### src/rtl/uart_prog_loader.sv
// -----------------------------------------------------------------------------
// uart_prog_loader
// Framed program loader sitting between a UART receiver/transmitter pair and
// a banked instruction memory.  A frame is a word-count header N, N words of
// WORD_BYTES bytes each, then an 8-bit additive checksum.  Every assembled
// word is written into the active bank; the frame is answered with ACK (06)
// or NAK (15).  An optional idle-gap timeout aborts stalled frames.
//
// Ports
//   i_clk           clock
//   i_arst_n        synchronous active-low reset
//   i_rx_valid      1-cycle strobe, i_rx_byte valid
//   i_rx_byte       received byte
//   i_next_program  release the verified program, advance to the next bank
//   i_tx_done       transmitter finished the response byte
//   o_tx_start      1-cycle pulse to start sending o_tx_byte
//   o_tx_byte       response byte (ACK 06 / NAK 15), held until replaced
//   o_mem_we        1-cycle memory write strobe
//   o_mem_addr      bank*BANK_DEPTH + word index
//   o_mem_wdata     assembled word
//   o_prog_rdy      active bank holds a verified program
//   o_busy          high in DATA, CHECK and RESP
//   o_err           sticky NAK flag, cleared by the next header byte
//   o_n_words       word count of the last header
//   o_bank          active bank
//   o_state         FSM encoding (debug)
// -----------------------------------------------------------------------------
module uart_prog_loader #(
   parameter int  WORD_BYTES  = 4,
   parameter int  BYTE_WIDTH  = 8,
   parameter int  BANK_DEPTH  = 64,
   parameter int  NUM_BANKS   = 2,
   parameter int  BIG_ENDIAN  = 0,
   parameter int  TIMEOUT_CYC = 0,
   localparam int DATA_WIDTH  = WORD_BYTES * BYTE_WIDTH,
   localparam int ADDR_WIDTH  = (NUM_BANKS * BANK_DEPTH > 1) ? $clog2(NUM_BANKS * BANK_DEPTH) : 1,
   localparam int BANK_WIDTH  = (NUM_BANKS > 1) ? $clog2(NUM_BANKS) : 1
) (
   input  logic                  i_clk,
   input  logic                  i_arst_n,
   input  logic                  i_rx_valid,
   input  logic [BYTE_WIDTH-1:0] i_rx_byte,
   input  logic                  i_next_program,
   input  logic                  i_tx_done,
   output logic                  o_tx_start,
   output logic [BYTE_WIDTH-1:0] o_tx_byte,
   output logic                  o_mem_we,
   output logic [ADDR_WIDTH-1:0] o_mem_addr,
   output logic [DATA_WIDTH-1:0] o_mem_wdata,
   output logic                  o_prog_rdy,
   output logic                  o_busy,
   output logic                  o_err,
   output logic [7:0]            o_n_words,
   output logic [BANK_WIDTH-1:0] o_bank,
   output logic [2:0]            o_state
);

   localparam int BIDX_WIDTH = (WORD_BYTES > 1) ? $clog2(WORD_BYTES) : 1;
   localparam int GAP_WIDTH  = (TIMEOUT_CYC > 1) ? $clog2(TIMEOUT_CYC) : 1;
   localparam logic [BYTE_WIDTH-1:0] ACK_BYTE = BYTE_WIDTH'(8'h06);
   localparam logic [BYTE_WIDTH-1:0] NAK_BYTE = BYTE_WIDTH'(8'h15);

   typedef enum logic [2:0] {
      S_IDLE  = 3'd0,
      S_DATA  = 3'd1,
      S_CHECK = 3'd2,
      S_RESP  = 3'd3,
      S_DONE  = 3'd4
   } state_t;

   state_t                r_state;
   logic [7:0]            r_n_words;
   logic [7:0]            r_sum;
   logic                  r_err;
   logic                  r_ack;
   logic [BANK_WIDTH-1:0] r_bank;
   logic [7:0]            r_word_idx;
   logic [BIDX_WIDTH-1:0] r_byte_idx;
   logic [GAP_WIDTH-1:0]  r_gap;
   logic [DATA_WIDTH-1:0] r_shift;
   logic                  r_mem_we;
   logic [ADDR_WIDTH-1:0] r_mem_addr;
   logic [DATA_WIDTH-1:0] r_mem_wdata;
   logic                  r_tx_start;
   logic [BYTE_WIDTH-1:0] r_tx_byte;
   logic                  r_prog_rdy;

   logic [7:0]            w_rx8;
   logic [DATA_WIDTH-1:0] w_word_next;
   logic                  w_last_byte;
   logic                  w_last_word;
   logic                  w_hdr_bad;
   logic                  w_timeout;
   logic [ADDR_WIDTH-1:0] w_addr;

   assign w_rx8       = 8'(i_rx_byte);
   assign w_last_byte = (r_byte_idx == BIDX_WIDTH'(WORD_BYTES - 1));
   assign w_last_word = (r_word_idx == (r_n_words - 8'd1));
   assign w_hdr_bad   = (w_rx8 == 8'd0) || (int'(w_rx8) > BANK_DEPTH);
   assign w_timeout   = (TIMEOUT_CYC > 0) && !i_rx_valid &&
                        (r_gap == GAP_WIDTH'(TIMEOUT_CYC - 1));
   assign w_addr      = ADDR_WIDTH'(r_bank) * ADDR_WIDTH'(BANK_DEPTH) + ADDR_WIDTH'(r_word_idx);

   // Shift-based assembly keeps WORD_BYTES==1 legal (no negative slices).
   // Little-endian shifts right so the first byte ends up in the LSB after
   // WORD_BYTES bytes; big-endian shifts left so it ends up in the MSB.
   always_comb begin
      w_word_next = '0;
      if (BIG_ENDIAN != 0) begin
         w_word_next                   = r_shift << BYTE_WIDTH;
         w_word_next[BYTE_WIDTH-1:0]   = i_rx_byte;
      end else begin
         w_word_next                          = r_shift >> BYTE_WIDTH;
         w_word_next[DATA_WIDTH-1 -: BYTE_WIDTH] = i_rx_byte;
      end
   end

   always_ff @(posedge i_clk) begin
      if (!i_arst_n) begin
         r_state     <= S_IDLE;
         r_n_words   <= '0;
         r_sum       <= '0;
         r_err       <= 1'b0;
         r_ack       <= 1'b0;
         r_bank      <= '0;
         r_word_idx  <= '0;
         r_byte_idx  <= '0;
         r_gap       <= '0;
         r_shift     <= '0;
         r_mem_we    <= 1'b0;
         r_mem_addr  <= '0;
         r_mem_wdata <= '0;
         r_tx_start  <= 1'b0;
         r_tx_byte   <= '0;
         r_prog_rdy  <= 1'b0;
      end else begin
         r_mem_we   <= 1'b0;
         r_tx_start <= 1'b0;
         case (r_state)
            S_IDLE: begin
               if (i_rx_valid) begin
                  r_n_words  <= w_rx8;
                  r_sum      <= w_rx8;
                  r_err      <= 1'b0;
                  r_word_idx <= '0;
                  r_byte_idx <= '0;
                  r_gap      <= '0;
                  if (w_hdr_bad) begin
                     r_err      <= 1'b1;
                     r_ack      <= 1'b0;
                     r_tx_byte  <= NAK_BYTE;
                     r_tx_start <= 1'b1;
                     r_state    <= S_RESP;
                  end else begin
                     r_state    <= S_DATA;
                  end
               end
            end
            S_DATA: begin
               if (i_rx_valid) begin
                  r_gap   <= '0;
                  r_sum   <= r_sum + w_rx8;
                  r_shift <= w_word_next;
                  if (w_last_byte) begin
                     r_byte_idx  <= '0;
                     r_mem_we    <= 1'b1;
                     r_mem_addr  <= w_addr;
                     r_mem_wdata <= w_word_next;
                     r_word_idx  <= r_word_idx + 8'd1;
                     if (w_last_word) r_state <= S_CHECK;
                  end else begin
                     r_byte_idx <= r_byte_idx + BIDX_WIDTH'(1);
                  end
               end else if (w_timeout) begin
                  // partial word is simply abandoned; no write is issued
                  r_err      <= 1'b1;
                  r_ack      <= 1'b0;
                  r_tx_byte  <= NAK_BYTE;
                  r_tx_start <= 1'b1;
                  r_state    <= S_RESP;
               end else begin
                  r_gap <= r_gap + GAP_WIDTH'(1);
               end
            end
            S_CHECK: begin
               if (i_rx_valid) begin
                  r_gap      <= '0;
                  r_tx_start <= 1'b1;
                  r_state    <= S_RESP;
                  if (w_rx8 == r_sum) begin
                     r_ack     <= 1'b1;
                     r_tx_byte <= ACK_BYTE;
                  end else begin
                     r_ack     <= 1'b0;
                     r_err     <= 1'b1;
                     r_tx_byte <= NAK_BYTE;
                  end
               end else if (w_timeout) begin
                  r_err      <= 1'b1;
                  r_ack      <= 1'b0;
                  r_tx_byte  <= NAK_BYTE;
                  r_tx_start <= 1'b1;
                  r_state    <= S_RESP;
               end else begin
                  r_gap <= r_gap + GAP_WIDTH'(1);
               end
            end
            S_RESP: begin
               if (i_tx_done) begin
                  if (r_ack) begin
                     r_prog_rdy <= 1'b1;
                     r_state    <= S_DONE;
                  end else begin
                     r_state    <= S_IDLE;
                  end
               end
            end
            S_DONE: begin
               if (i_next_program) begin
                  r_prog_rdy <= 1'b0;
                  r_bank     <= (r_bank == BANK_WIDTH'(NUM_BANKS - 1)) ? '0 : r_bank + BANK_WIDTH'(1);
                  r_state    <= S_IDLE;
               end
            end
            default: r_state <= S_IDLE;
         endcase
      end
   end

   assign o_tx_start  = r_tx_start;
   assign o_tx_byte   = r_tx_byte;
   assign o_mem_we    = r_mem_we;
   assign o_mem_addr  = r_mem_addr;
   assign o_mem_wdata = r_mem_wdata;
   assign o_prog_rdy  = r_prog_rdy;
   assign o_busy      = (r_state == S_DATA) || (r_state == S_CHECK) || (r_state == S_RESP);
   assign o_err       = r_err;
   assign o_n_words   = r_n_words;
   assign o_bank      = r_bank;
   assign o_state     = r_state;

endmodule

### config.mk
export PLATFORM = sky130hd
export DESIGN_NAME = uart_prog_loader
export DESIGN_NICKNAME = d
export VERILOG_FILES = /design/src/rtl/uart_prog_loader.sv
export SDC_FILE = /design/constraint.sdc
export NUM_CORES = 1
export LEC_CHECK = 0
export CORE_ASPECT_RATIO = 1.1
export CORE_MARGIN = 3
export CORE_UTILIZATION = 47
export CTS_CLUSTER_SIZE = 40
export DETAILED_ROUTE_END_ITERATION = 6
export PLACE_DENSITY = 0.82
export SLEW_MARGIN = 10
export SYNTH_ARGS = -nofsm -noshare
export SYNTH_HDL_FRONTEND = slang
export SYNTH_SLANG_ARGS = --single-unit
### constraint.sdc
create_clock -name i_clk -period 2 [get_ports i_clk]
set_input_delay 0.6 -clock i_clk [delete_from_list [all_inputs] [get_ports i_clk]]
set_output_delay 0.6 -clock i_clk [all_outputs]
set_load 0.02 [all_outputs]
**After elaboration in Yosys (flattened, before gate mapping)**

Cells that the tools add are included.

- Add/subtract/negate cells: 6
- $lt $le $gt $ge: 1
- Equality and inequality tests: 17
- Multiplexer cells: 45
- Reductions and logical operators: 19

Operators with widths:

| kind | count |
|---|---|
| $mux W8 | 8 |
| $pmux W8 S2 | 3 |
| $mux W3 | 8 |
| $ne A2 B2 Y1 const B | 10 |
| $eq A8 B8 Y1 | 2 |
| $reduce_and A4 Y1 | 4 |
| $mux W1 | 15 |
| $pmux W3 S5 | 1 |
| $reduce_and A3 Y1 | 3 |
| $add A8 B1 Y8 const B | 1 |
| $add A8 B8 Y8 | 1 |
| $gt A8 B7 Y1 const B | 1 |
| $logic_not A8 Y1 | 1 |
| $mux W2 | 4 |
| $pmux W1 S2 | 4 |
| $sub A8 B1 Y8 const B | 1 |
| $add A7 B7 Y7 | 1 |
| $reduce_and A7 Y1 | 1 |
| $eq A3 B2 Y1 const B | 2 |
| $reduce_and A2 Y1 | 3 |
| $reduce_bool A2 Y1 | 3 |
| $mux W5 | 1 |
| $pmux W2 S2 | 1 |
| $eq A3 B1 Y1 const B | 1 |
| other kinds (6) | 8 |

- Register bits: 114
- Bits of input ports: 13
- Output and inout port bits: 64
- Logic and storage cells: 103

**Depth between registers and ports, before layout**

Gate-level depths: netlist of the first run.

- Depth in word-level cells: 6
- Mapped depth: 9

**Least setup slack after synthesis of the first run**

OpenSTA, ideal clock, no wires.

- Kind: input to register
- Start point: in i_rx_byte[4]
- End point: reg r_sum[7]
- Setup time: 0.116 ns
- Arrival: 1.971 ns
- Data required time: 1.884 ns
- Path slack: -0.087 ns
- Stages: 7
- Path buffers: 0
- Path through: ha_1 > a21oi_1 > a21boi_0 > a311oi_1 > mux2i_1 > a311oi_1 > a31o_2

- Cells in the longest elaborated chain, start to end: 3

Ends and longest elaborated chain:

| item | RTL line | RTL |
|---|---|---|
| start, declared | 42 | `input logic [BYTE_WIDTH-1:0] i_rx_byte,` |
| $add A8 B8 Y8 | 162 | `r_sum <= r_sum + w_rx8;` |
| $mux W8 | 160 | `if (i_rx_valid) begin` |
| $pmux W8 S2 | 139 | `case (r_state)` |
| end signal, assigned | 143 | `r_sum <= w_rx8;` |
| end signal, assigned | 162 |  |
| end, declared | 73 | `logic [7:0] r_sum;` |

Every way passes these cells. The select of a mux whose other input is x is not followed.
A chain may end at the register's enable or synchronous reset.

**Final worst setup path of the first run**

- Start point: in i_rx_byte[6]
- End point: reg r_sum[7]

The elaborated chain is that of the path after synthesis.

==> key figures, run 1 <==
Layout
  – Commonest non-fill, non-tap cell in the layout: nand2_1
  – Final net count: 690
  – Core Util, Final: 0.654
  – Antenna cells: 0
  – Area occupied by multi-input gates: 2240 sq um
  – Layout cells sized above 1: 0.158
  – Post-route insts no fill: 785
  – Area growth, synth to finish: 34.3%
  – Filler cell count: 782
  – Most frequent cells in the layout: nand2_1, dfxtp_1, a21oi_1, buf_4, clkdlybuf4s50_1
  – Register area: 2000 sq um

Clocking
  – Root buffer cell: clkbuf_8
  – Post-CTS setup buffers: 0
  – H-Tree Depth: 3
  – Clock-pin slew on the worst setup and hold paths: 0.10 ns
  – CTS sink count: 100
  – Clk_lat worst skew: 0.37 ns
  – Num CTS Buffers: 9
  – CTS tree: done
  – CTS Buffer Depth: 2

Critical path
  – Required time worst endpoint: 2.27 ns
  – Crit-path max FO: 3
  – Classification of the worst setup path: input port to flop
  – CP arrival: 2.24 ns
  – Crit. End Element: flop
  – Startpoint Class: input port

Synthesis
  – Simple logic cell fraction of the synthesized area: 0.228
  – Sequential-to-total area share from yosys stat: 0.461
  – Synthesized instance count: 556
  – Post-Syn Area: 4340 sq um
  – XOR/XNOR Fraction of Synth Area: 0.0444
  – Post-synthesis cell type count: 47
  – Leading area contributor after synthesis: dfxtp_1
  – Syn. warnings: 0
  – Largest family of logic cells by synthesized area: simple AND/OR/NAND/NOR gates
  – Share of the synthesized area in the top cell type: 0.461
  – EDFF count, synth: 0
  – Ys flop type: dfxtp_1
  – Compound-Gate Fraction of Synth Area: 0.170
  – Cells taking the most area after synthesis: dfxtp_1, nand2_1, a21oi_1
  – Seq cells post-synth: 100
  – Post-Syn Area per Cell: 7.81 sq um
  – Adder-cell share of the synthesized area: 0.0334
  – Ys async rst share: 0
  – Mux share of post-synthesis cell area: 0.0115

Power and ir drop
  – Power Total: 4.25 mW
  – Switch Pwr: 1.32 mW
  – Combinational power share: 0.205
  – Leakage: 2.33 nW
  – Clock share of power: 0.300
  – Register share of total power: 0.495
  – Switching share of power: 0.310
  – Maximum vdd ir drop: 0.352 mV
  – Pwr/cell area: 729 nW/um^2
  – Power Internal: 2.93 mW

Hold path
  – Hold WC Path Type: flop to flop

Die
  – Die Span Y: 107 um
  – Io pins: 77
  – Starting Density: 0.487
  – Die Area: 10400 sq um
  – DIE WIDTH: 97.6 um
  – Standard-cell rows: 36
  – Core area: 8920 sq um

Flow run
  – Max Cap Violations: 0

Placed design
  – Placed Cells: 769
  – Hpwl dp: 8290 um
  – RePlAce Congestion: 0.880
  – PortBufs: 72

STA
  – Crit path time final: 1.98 ns
  – Setup Skew: 0.0116 ns
  – Final setup fails: 0
  – Max-slew violation count: 0
  – RSZ-0062 raised after global routing: true
  – Fmax: 506 MHz
  – Endpoints failing hold: 0
  – Crit share post-route: 0.988
  – Hold Slack: 0.458 ns

Global routing
  – GRT Util Overall: 0.215
  – Vias in the first global route: 3905
  – Total grt overflow: 0
  – Largest net degree at the start of global routing: 38
  – Initial antenna violation count: 0
  – First-pass GRT wire length: 18600 um

Routing
  – Routed via count: 4176
  – WL/cell: 14.5 um
  – Iteration-0 DRC count of the detailed router: 231
  – Remaining routing DRC violations: 0
  – ANT nets after route: 0
  – Drt total wl: 11400 um
  – DRT Pass-1 Iters: 5
  – Vias per Instance: 5.32

Run status
  – Status: finished, final reports clean
-- state kept, by name, indices dropped and copies added (netlist names) --
name and flops:
o_bank 1, o_mem_we 1, r_word_idx 8, o_prog_rdy 1, o_tx_byte 3, r_sum 8, o_state 3, o_mem_wdata 32
o_mem_addr 7, r_shift 24, o_n_words 8, o_tx_start 1, o_err 1, r_byte_idx 2
-- routing by layer --
layer	global-route usage	vias up	wire length, um
li1	-	2071	-
met4	0.0653	0	179
met3	0.0377	17	597
met5	0	-	0
met2	0.362	126	5600
met1	0.284	1962	5010
-- worst max-delay path: stages --
cell             delay [ns]
clkdlybuf4s50_1        0.57
ha_4                   0.24
buf_4                  0.14
a21o_1                 0.16
a31oi_2                0.18
mux2i_1                0.10
a31o_2                 0.25
-- power groups by stage --
stage	combinational [mW]	sequential, mW	clock, mW
floorplan	0.440	2.17	0
global placement	0.814	2.14	0
detailed placement	0.827	2.14	0
CTS	0.837	2.10	1.29
global route	0.956	2.11	1.36
finish	0.872	2.10	1.27
-- cells in the mapped netlist (2+ instances only) --
| library cell | n |
|---|---|
| o211ai_1 | 2 |
| a311oi_1 | 6 |
| nor3_1 | 3 |
| buf_2 | 2 |
| a21o_1 | 2 |
| o2111ai_1 | 2 |
| nor4b_1 | 3 |
| and2_1 | 3 |
| nor2_1 | 35 |
| or4_1 | 2 |
| ha_1 | 10 |
| xor2_1 | 11 |
| nor4_1 | 3 |
| o21ai_0 | 9 |
| or3_1 | 3 |
| nand3_1 | 5 |
| a211oi_1 | 2 |
| buf_4 | 8 |
| dfxtp_1 | 100 |
| clkbuf_1 | 29 |
| o22ai_1 | 2 |
| xnor2_1 | 11 |
| a21boi_0 | 2 |
| mux2i_1 | 5 |
| a31oi_1 | 7 |
| inv_1 | 9 |
| and3_1 | 5 |
| a21oi_1 | 87 |
| nand2_1 | 170 |
-- metrics by stage --
step | instance area (sq um) | setup TNS (ns) | setup WS, ns
after detailed placement | 5550 | -18.25 | -0.689
after global routing | 5830 | -0.0576 | -0.0374
after floorplan | 4360 | -0.0870 | -0.0511
after CTS | 5770 | 0 | 0.0103
after global placement | 5550 | -15.18 | -0.652
final | 5830 | 0 | 0.0230
-- final timing paths --
check	from	to	slack, ns	cells after the start
min	o_mem_addr[4]	o_mem_addr[4]	0.46	2
max	i_rx_byte[6]	r_sum[7]	0.02	7
max reg2reg	o_n_words[0]	o_state[1]	0.08	8
min reg2reg	o_mem_addr[4]	o_mem_addr[4]	0.46	2
-- layout make-up --
type,count,share of cell area
clock buffers,9,0.0212
repair buffers,136,0.208
clock inverters,7,0.0114
inverters,10,0.00644
multi-input cells,409,0.385
well taps,114,0.0245
flip-flops and latches,100,0.343
-- repair_timing --
action	in CTS	in global routing
resized for setup	42	13
pin swaps	7	7
hold buffers	0	0
setup endpoints to repair	23	7
-- logic make-up after synthesis --
kind of cell,count (synthesis)
DFF,100
muxes,5
AOI/OAI and AO/OA,128
other,1
and+or+nand+nor,239
buffers and inverters,50
xor gates and xnor gates,22
adders and majority gates,11
Note: power is estimated with default switching activity, not from simulation.
==> inputs of run 2 (changes only) <==
--- a/config.mk
+++ b/config.mk
@@ -10,7 +10,7 @@
 export CORE_UTILIZATION = 47
 export CTS_CLUSTER_SIZE = 40
 export DETAILED_ROUTE_END_ITERATION = 6
-export PLACE_DENSITY = 0.82
+export PLACE_DENSITY_LB_ADDON = 0.05
 export SLEW_MARGIN = 10
 export SYNTH_ARGS = -nofsm -noshare
 export SYNTH_HDL_FRONTEND = slang
==> run 2 against run 1 <==
Net effect:
- final area rose by 0.17%
- hold slack improved by 0.00080 ns
- largest power group unchanged
- clock power barely moved
- register-to-register slack got worse by 0.04 ns
- non-clock buffer count fell by 2
- via count fell by 2.0%
- sequential share of layout area barely moved
- first-iteration DRC count fell by 39%
- largest cell class unchanged
- power fell by 0.30%
- maximum frequency fell by 0.69%
- flip-flop and latch count did not move
- critical path type unchanged
- combinational power rose by 0.7%
==> key figures, run 2 (same netlist as run 1, synthesis figures left out) <==
Clocking
  – # hold bufs at CTS: 0
  – CTS Buffer Depth: 2
  – Root buffer cell: clkbuf_8
  – CTS sink count: 100
  – Clock-pin slew on the worst setup and hold paths: 0.11 ns
  – H-Tree Depth: 3
  – Clk_lat worst skew: 0.37 ns
  – Num CTS Buffers: 9
  – CTS tree: done

Layout
  – Filler cell count: 821
  – Largest register FFs: 32
  – Most frequent cells in the layout: nand2_1, dfxtp_1, a21oi_1, buf_4, clkdlybuf4s50_1
  – Layout cells sized above 1: 0.161
  – Post-route insts no fill: 783
  – Register area: 2000 sq um
  – Design area: 5840 sq um
  – Antenna cells: 0
  – Commonest non-fill, non-tap cell in the layout: nand2_1
  – Final net count: 688
  – Core Util, Final: 0.655
  – Area growth, synth to finish: 34.5%
  – Area occupied by multi-input gates: 2260 sq um

Power and ir drop
  – Register share of total power: 0.495
  – Leakage: 2.34 nW
  – Combinational power share: 0.207
  – Pwr/cell area: 725 nW/um^2
  – Clock share of power: 0.297
  – Power Total: 4.23 mW
  – Maximum vdd ir drop: 0.336 mV
  – Power Internal: 2.96 mW
  – Switching share of power: 0.301
  – Switch Pwr: 1.27 mW

Placed design
  – Hpwl dp: 8130 um
  – PortBufs: 72
  – Dpl cell area: 5520 sq um
  – Placed Cells: 765
  – Pre-CTS setup slack: -0.716 ns
  – RePlAce Congestion: 0.874

STA
  – Crit share post-route: 0.995
  – Hold Slack: 0.459 ns
  – Setup TNS Final: 0 ns
  – Fmax: 502 MHz
  – Final setup fails: 0
  – RSZ-0062 raised after global routing: true
  – Setup ws final: 0.00941 ns
  – Max-slew violation count: 0
  – Endpoints failing hold: 0
  – Crit path time final: 1.99 ns
  – Setup Skew: 0.0109 ns

Routing
  – Routed via count: 4092
  – Remaining routing DRC violations: 0
  – ANT nets after route: 0
  – Vias per Instance: 5.23
  – WL/cell: 14.6 um
  – DRT Pass-1 Iters: 4
  – Drt total wl: 11500 um
  – Iteration-0 DRC count of the detailed router: 141

Critical path
  – Required time worst endpoint: 2.30 ns
  – Worst setup path start: i_rx_byte[5]
  – Crit. End Element: flop
  – CP arrival: 2.29 ns
  – Reg2Reg Setup Slack: 0.04 ns
  – Setup crit end: o_state[1]
  – Reg2reg path depth: 6
  – Reg-to-Reg End: o_state[1]
  – Crit-path max FO: 3
  – RR Startpoint: o_n_words[2]
  – Startpoint Class: input port
  – Classification of the worst setup path: input port to flop

Flow run
  – Max Cap Violations: 0

Die
  – Die Span Y: 107 um
  – Starting Density: 0.487
  – Core area: 8920 sq um
  – Standard-cell rows: 36
  – DIE WIDTH: 97.6 um
  – Io pins: 77
  – Die Area: 10400 sq um

Global routing
  – GRT Util Overall: 0.223
  – Total grt overflow: 0
  – Largest net degree at the start of global routing: 42
  – Vias in the first global route: 3912
  – Initial antenna violation count: 0
  – First-pass GRT wire length: 18900 um

Run status
  – Status: finished, final reports clean

Hold path
  – Hold WC Path Type: flop to flop
[run 2: cell types whose count changed in the layout (fill, tap and decap cells not counted), sizes merged]
cell,change
buf,-2
clkbuf,+1
clkdlybuf4s15,-2
clkdlybuf4s50,-3
clkinv,-2
clkinvlp,-1
dlygate4sd2,+3
dlymetal6s2s,+2
inv,+2
[run 2: area by class of cell]
cell class / count / area share
multi-input combinational: 409 / 0.388
clock inverter: 6 / 0.00879
timing repair buffer: 134 / 0.206
inverter: 10 / 0.00643
tap: 114 / 0.0244
clock buffer: 10 / 0.0236
sequential: 100 / 0.343
[run 2: worst min path at each step]
| stage | end | cells after the start | startpoint |
|---|---|---|---|
| 4_1_cts | o_mem_wdata[23] | 2 | o_mem_wdata[23] |
| 6_report | o_mem_wdata[3] | 2 | r_shift[11] |
| 3_5_place_dp | o_mem_wdata[23] | 2 | o_mem_wdata[23] |
| 5_1_grt | o_mem_addr[0] | 2 | o_mem_addr[0] |
| 3_3_place_gp | o_mem_wdata[7] | 2 | r_shift[15] |
| 2_1_floorplan | o_mem_wdata[0] | 2 | r_shift[8] |
[run 2: power by group through the flow]
stage | Clock, mW | Sequential, mW | Combinational, mW
2_1_floorplan | 0 | 2.17 | 0.440
3_3_place_gp | 0 | 2.13 | 0.822
3_5_place_dp | 0 | 2.14 | 0.827
4_1_cts | 1.30 | 2.09 | 0.838
5_1_grt | 1.37 | 2.11 | 0.962
6_report | 1.26 | 2.10 | 0.878
[run 2: per-layer routing]
metal  share of wire  up-vias  GRT usage
met5               0        -          0
met4          0.0092        0     0.0603
met3           0.041        7     0.0338
met2            0.51       78      0.393
met1            0.44     1932      0.286
li1                -     2075          -
[run 2: repair_timing]
action	4_1_cts	5_1_grt
endpoints found under the setup margin	25	13
pin swaps	10	8
resized for setup	44	19
setup buffers	2	0
[run 2: worst max-delay path, cell delays in order]
cell and delay (ns):
buf_2 0.12, or4_4 0.55, nor3_4 0.23, xnor2_2 0.11, a31oi_1 0.18, or3b_1 0.38, a21oi_2 0.12
==> inputs of run 3 (changes only) <==
--- a/config.mk
+++ b/config.mk
@@ -8,9 +8,10 @@
 export CORE_ASPECT_RATIO = 1.1
 export CORE_MARGIN = 3
 export CORE_UTILIZATION = 47
+export CTS_CLUSTER_DIAMETER = 30
 export CTS_CLUSTER_SIZE = 40
 export DETAILED_ROUTE_END_ITERATION = 6
-export PLACE_DENSITY_LB_ADDON = 0.05
+export PLACE_DENSITY = 0.75
 export SLEW_MARGIN = 10
 export SYNTH_ARGS = -nofsm -noshare
 export SYNTH_HDL_FRONTEND = slang
==> run 3 against run 2 <==
Net effect:
- wire length up 2.5%
- sequential power is essentially flat
- critical endpoint is now o_err
- clock power is 8% higher
- final cell count unchanged
- maximum frequency is 0.66% higher
- non-clock buffer count stayed put
- die area is the same
- combinational power is essentially flat
==> key figures, run 3 (same netlist as run 1, synthesis figures left out) <==
Power and ir drop
  – Switch Pwr: 1.38 mW
  – Clock share of power: 0.313
  – Combinational power share: 0.203
  – Leakage: 2.35 nW
  – Switching share of power: 0.317
  – Power Total: 4.34 mW
  – Maximum vdd ir drop: 0.405 mV
  – Pwr/cell area: 740 nW/um^2
  – Register share of total power: 0.484
  – Power Internal: 2.96 mW

Critical path
  – CP arrival: 2.26 ns
  – Crit. End Element: flop
  – Required time worst endpoint: 2.29 ns
  – Startpoint Class: input port
  – Crit-path max FO: 2
  – Worst setup path start: i_rx_byte[6]
  – Reg2Reg Setup Slack: 0.08 ns
  – RR Startpoint: r_sum[4]
  – Classification of the worst setup path: input port to flop

Die
  – Starting Density: 0.487
  – Io pins: 77
  – DIE WIDTH: 97.6 um
  – Die Span Y: 107 um
  – Die Area: 10400 sq um
  – Core area: 8920 sq um
  – Standard-cell rows: 36

Layout
  – Filler cell count: 756
  – Commonest non-fill, non-tap cell in the layout: nand2_1
  – Design area: 5870 sq um
  – Post-route insts no fill: 783
  – Antenna cells: 0
  – Final net count: 688
  – Layout cells sized above 1: 0.160
  – Largest register FFs: 32
  – Most frequent cells in the layout: nand2_1, dfxtp_1, a21oi_1, buf_4, clkdlybuf4s50_1
  – Area growth, synth to finish: 35.2%

STA
  – Crit path time final: 1.98 ns
  – Fmax: 506 MHz
  – RSZ-0062 raised after global routing: true
  – Max-slew violation count: 0
  – Setup TNS Final: 0 ns
  – Final setup fails: 0
  – Hold Slack: 0.461 ns
  – Crit share post-route: 0.989
  – Setup Skew: 0.0121 ns
  – Endpoints failing hold: 0

Clocking
  – Clk_lat worst skew: 0.38 ns
  – Num CTS Buffers: 9
  – CTS Buffer Depth: 2
  – CTS sink count: 100
  – Root buffer cell: clkbuf_8
  – CTS tree: done
  – Clock-pin slew on the worst setup and hold paths: 0.11 ns
  – H-Tree Depth: 3

Flow run
  – Max Cap Violations: 0

Routing
  – Routed via count: 4178
  – Drt total wl: 11700 um
  – DRT Pass-1 Iters: 5
  – ANT nets after route: 0
  – Iteration-0 DRC count of the detailed router: 228
  – WL/cell: 15.0 um
  – Vias per Instance: 5.34
  – Remaining routing DRC violations: 0

Global routing
  – Vias in the first global route: 4052
  – Total grt overflow: 0
  – GRT Util Overall: 0.223
  – Largest net degree at the start of global routing: 50
  – First-pass GRT wire length: 19300 um
  – Initial antenna violation count: 0

Placed design
  – Dpl cell area: 5540 sq um
  – PortBufs: 72
  – Hpwl dp: 8270 um
  – Placed Cells: 766
  – RePlAce Congestion: 0.901

Hold path
  – Hold_sp: o_mem_wdata[17]
  – Hold WC Path Type: flop to flop

Run status
  – Status: finished, final reports clean
==> run 3: changes by cell type in the layout (fill, tap and decap cells not counted), moves of 2 or more <==
cell             delta
clkinv_8            +3
inv_6               -2
dlygate4sd2_1       -2
clkdlybuf4s15_1     +2
==> run 3: area by class of cell <==
type / count / area, sq um / share of cell area
Multi-Input combinational cell: 409 / 2240 / 0.383
Clock inverter: 7 / 91.3 / 0.0156
Tap cell: 114 / 143 / 0.0243
Timing Repair Buffer: 134 / 1220 / 0.208
Clock buffer: 9 / 124 / 0.0211
Inverter: 10 / 37.5 / 0.00640
Sequential cell: 100 / 2000 / 0.342
==> run 3: worst paths after layout <==
path	endpoint	cells past startpoint
worst max-delay path	o_err	6
worst min-delay path	o_mem_wdata[17]	2
worst max register to register	r_sum[7]	7
worst min register to register	o_mem_wdata[17]	2
==> run 3: through the flow <==
step            util  setup WS, ns
2_1_floorplan      -       -0.0511
3_3_place_gp   0.622        -0.715
3_5_place_dp   0.622        -0.774
4_1_cts        0.647       0.00984
5_1_grt        0.658       -0.0736
6_report       0.658        0.0225
==> run 3: metal layers <==
| layer | share of wire | global-route usage | wire length, um | vias up |
|---|---|---|---|---|
| met2 | 0.50 | 0.381 | 5900 | 79 |
| met4 | 0.015 | 0.0623 | 180 | 0 |
| met5 | 0 | 0 | 0 | - |
| met3 | 0.032 | 0.0345 | 376 | 19 |
| li1 | - | - | - | 2070 |
| met1 | 0.45 | 0.295 | 5280 | 2010 |
==> run 3: power groups by stage <==
stage / clock network, mW / logic, mW / registers, mW
after detailed placement: 0 / 0.835 / 2.14
after floorplan: 0 / 0.440 / 2.17
after global routing: 1.45 / 0.960 / 2.11
after global placement: 0 / 0.823 / 2.14
final: 1.36 / 0.880 / 2.10
after CTS: 1.38 / 0.837 / 2.10
==> run 3: worst max-delay path, cell delays in order <==
cell and delay (ns):
clkdlybuf4s50_1 0.54, ha_4 0.23, nor4_1 0.34, and3_1 0.24, nor2_1 0.06, a311oi_1 0.25
==> run 3: what timing repair did <==
item	in CTS	in global routing
setup buffers	0	1
setup endpoints to repair	23	14
pin swaps	11	8
resized for setup	42	19
hold buffers	0	0
==> edit: new RTL, config.mk and constraints of run 3 <==
The parameter `NUM_BANKS` goes from 2 to 1.
--- a/src/rtl/uart_prog_loader.sv
+++ b/src/rtl/uart_prog_loader.sv
@@ -30,5 +30,5 @@
    parameter int  BYTE_WIDTH  = 8,
    parameter int  BANK_DEPTH  = 64,
-   parameter int  NUM_BANKS   = 2,
+   parameter int  NUM_BANKS   = 1,
    parameter int  BIG_ENDIAN  = 0,
    parameter int  TIMEOUT_CYC = 0,
Interface: changed (resized o_mem_addr); port bits go from 77 to 76. The function was not compared with the original's and may differ.
==> edit against run 3 <==
- total power shrank 6.2%
- global-route usage fell by 0.66 points
- wire length is 3.9% lower
- die area decreased by 1.5%
- sequential cell count shrank 2
- via count decreased by 1.3%
- clock skew up 0.0040 ns
- synthesized area decreased by 1.6%
- worst setup slack improved by 0.025 ns
- critical endpoint is now o_mem_wdata[28]
- design area decreased by 1.9%
==> edit: results (changes against run 3) <==
Detailed routing
  – Vias: 4,122 (-1.3%)
  – Final wirelength: 11,300 um (-3.9%)
  – Drt pass-1 iters: 4 (-1)
  – DR WL/cell: 14.9 um (-0.55%)
  – DR iter-0 viols: 209 (-8.3%)

Setup path
  – R2r startpoint: r_sum[0]
  – Crit path kind: reg -> out
  – Crit. Startpoint: o_mem_wdata[28]
  – CP max stage cell: clkdlybuf4s50_1
  – Delay-heaviest family, CP: buffers and inverters
  – Crit-path max cell delay: 0.64 ns (+0.10 ns)

Global route
  – Initial antenna violation count: 0 (unchanged)
  – Vias in the first global route: 3,912 (-3.5%)
  – Total GRT Usage: 21.7% (-0.66 points)
  – Largest net degree at the start of global routing: 62 (+24%)
  – First-pass GRT wire length: 18,700 um (-3.3%)

Final layout
  – Fin nets: 665 (-3.3%)
  – Max reg flops: 32 (unchanged)
  – ANT cells: 0 (unchanged)
  – Share of post-route cells with drive strength above 1: 15.6% (-0.36 points)
  – Layout filler cell count: 735 (-2.8%)

Synth
  – Share of synthesized registers carrying an async set or reset: 0% (unchanged)
  – Post-synth top cells: 151 x nand2_1, 98 x dfxtp_1, 84 x a21oi_1
  – Synth cell types: 56 (+19%)
  – Mapped Cells: 535 (-3.8%)
  – Seq/Total Area, Yosys: 45.9% (-0.18 points)
  – Synth top area cells: dfxtp_1 46%, nand2_1 13%, a21oi_1 9.8%

Placed design
  – DP HPWL: 7930 um (-4.2%)
  – Dpl cell area: 5460 um^2 (-1.6%)
  – Pre-CTS setup slack: -0.698 ns (+0.0752 ns)
  – Placer congestion estimate: 0.883 (-2.0%)
  – Placed Instances: 740 (-3.4%)
  – IO buf count: 70 (-2.8%)

CTS
  – CTS Buf Count: 9 (unchanged)
  – Clock Latency Late Sink: 0.37 ns
  – Root buf cell: clkbuf_8
  – Bufs on Longest Clock Path: 2 (unchanged)

Pwr
  – LEAKAGE: 0.00228 uW (-2.6%)
  – Maximum VDD drop: 0.000346 V (-15%)

STA
  – Setup Skew: 0.0161 ns (+0.00404 ns)

Outcome
  – Status: completed

Min path
  – Hold Path Origin: r_shift[14]
## edit: logic make-up (layout without fill, tap and decap cells)
kind of cell / count (synthesis) / count (layout) / synth area share [%]
buf+inv: 50 / 157 / 5.30
fa+ha+maj: 11 / 11 / 3.40
compound gates: 128 / 128 / 17.7
xor+xnor: 18 / 18 / 3.69
simple gates: 226 / 226 / 23.2
mux: 3 / 3 / 0.703
other cells: 1 / 5 / 0.0878
flops: 98 / 98 / 45.9
## edit: where the power goes
part / internal [uW] / switching (uW)
Clock: 500 / 782
Sequential: 2010 / 63.0
Combinational: 345 / 377
Total: 2850 / 1220
## edit: path summary, 6_finish.rpt
kind                                   endpoint  slack, ns  cells after the start
worst max-delay path            o_mem_wdata[28]       0.05                      1
worst min-delay path             o_mem_wdata[6]       0.46                      2
worst max register to register         r_sum[6]       0.09                      8
worst min register to register   o_mem_wdata[6]       0.46                      2
## edit: layout make-up
class | instances | share of cell area (%)
Sequential cell | 98 | 34.2
Clock buffer | 9 | 2.15
Multi-Input combinational cell | 391 | 38.3
Tap cell | 111 | 2.41
Timing Repair Buffer | 130 | 20.8
Inverter | 11 | 0.718
Clock inverter | 7 | 1.41
## edit: metrics by stage
| step | setup TNS [ns] | hold WS (ns) | utilization [%] |
|---|---|---|---|
| 2_1_floorplan | 0 | 0.432 | - |
| 3_3_place_gp | -16.06 | 0.441 | 63.2 |
| 3_5_place_dp | -18.00 | 0.445 | 63.2 |
| 4_1_cts | 0 | 0.459 | 66.0 |
| 5_1_grt | -0.00832 | 0.474 | 66.7 |
| 6_report | 0 | 0.456 | 66.7 |
## edit: timing repair
action                                  4_1_cts  5_1_grt
endpoints found under the setup margin       21       36
setup buffers                                 0        1
hold buffers                                  0        0
resized for setup                            23       22
pin swaps                                     1        7
## edit: layer usage
layer / track usage [%] / vias up / routed length [um]
li1: - / 2029 / -
met1: 26.3 / 1946 / 4740
met2: 38.4 / 123 / 5780
met3: 3.94 / 24 / 536
met4: 7.72 / 0 / 227
met5: 0 / - / 0
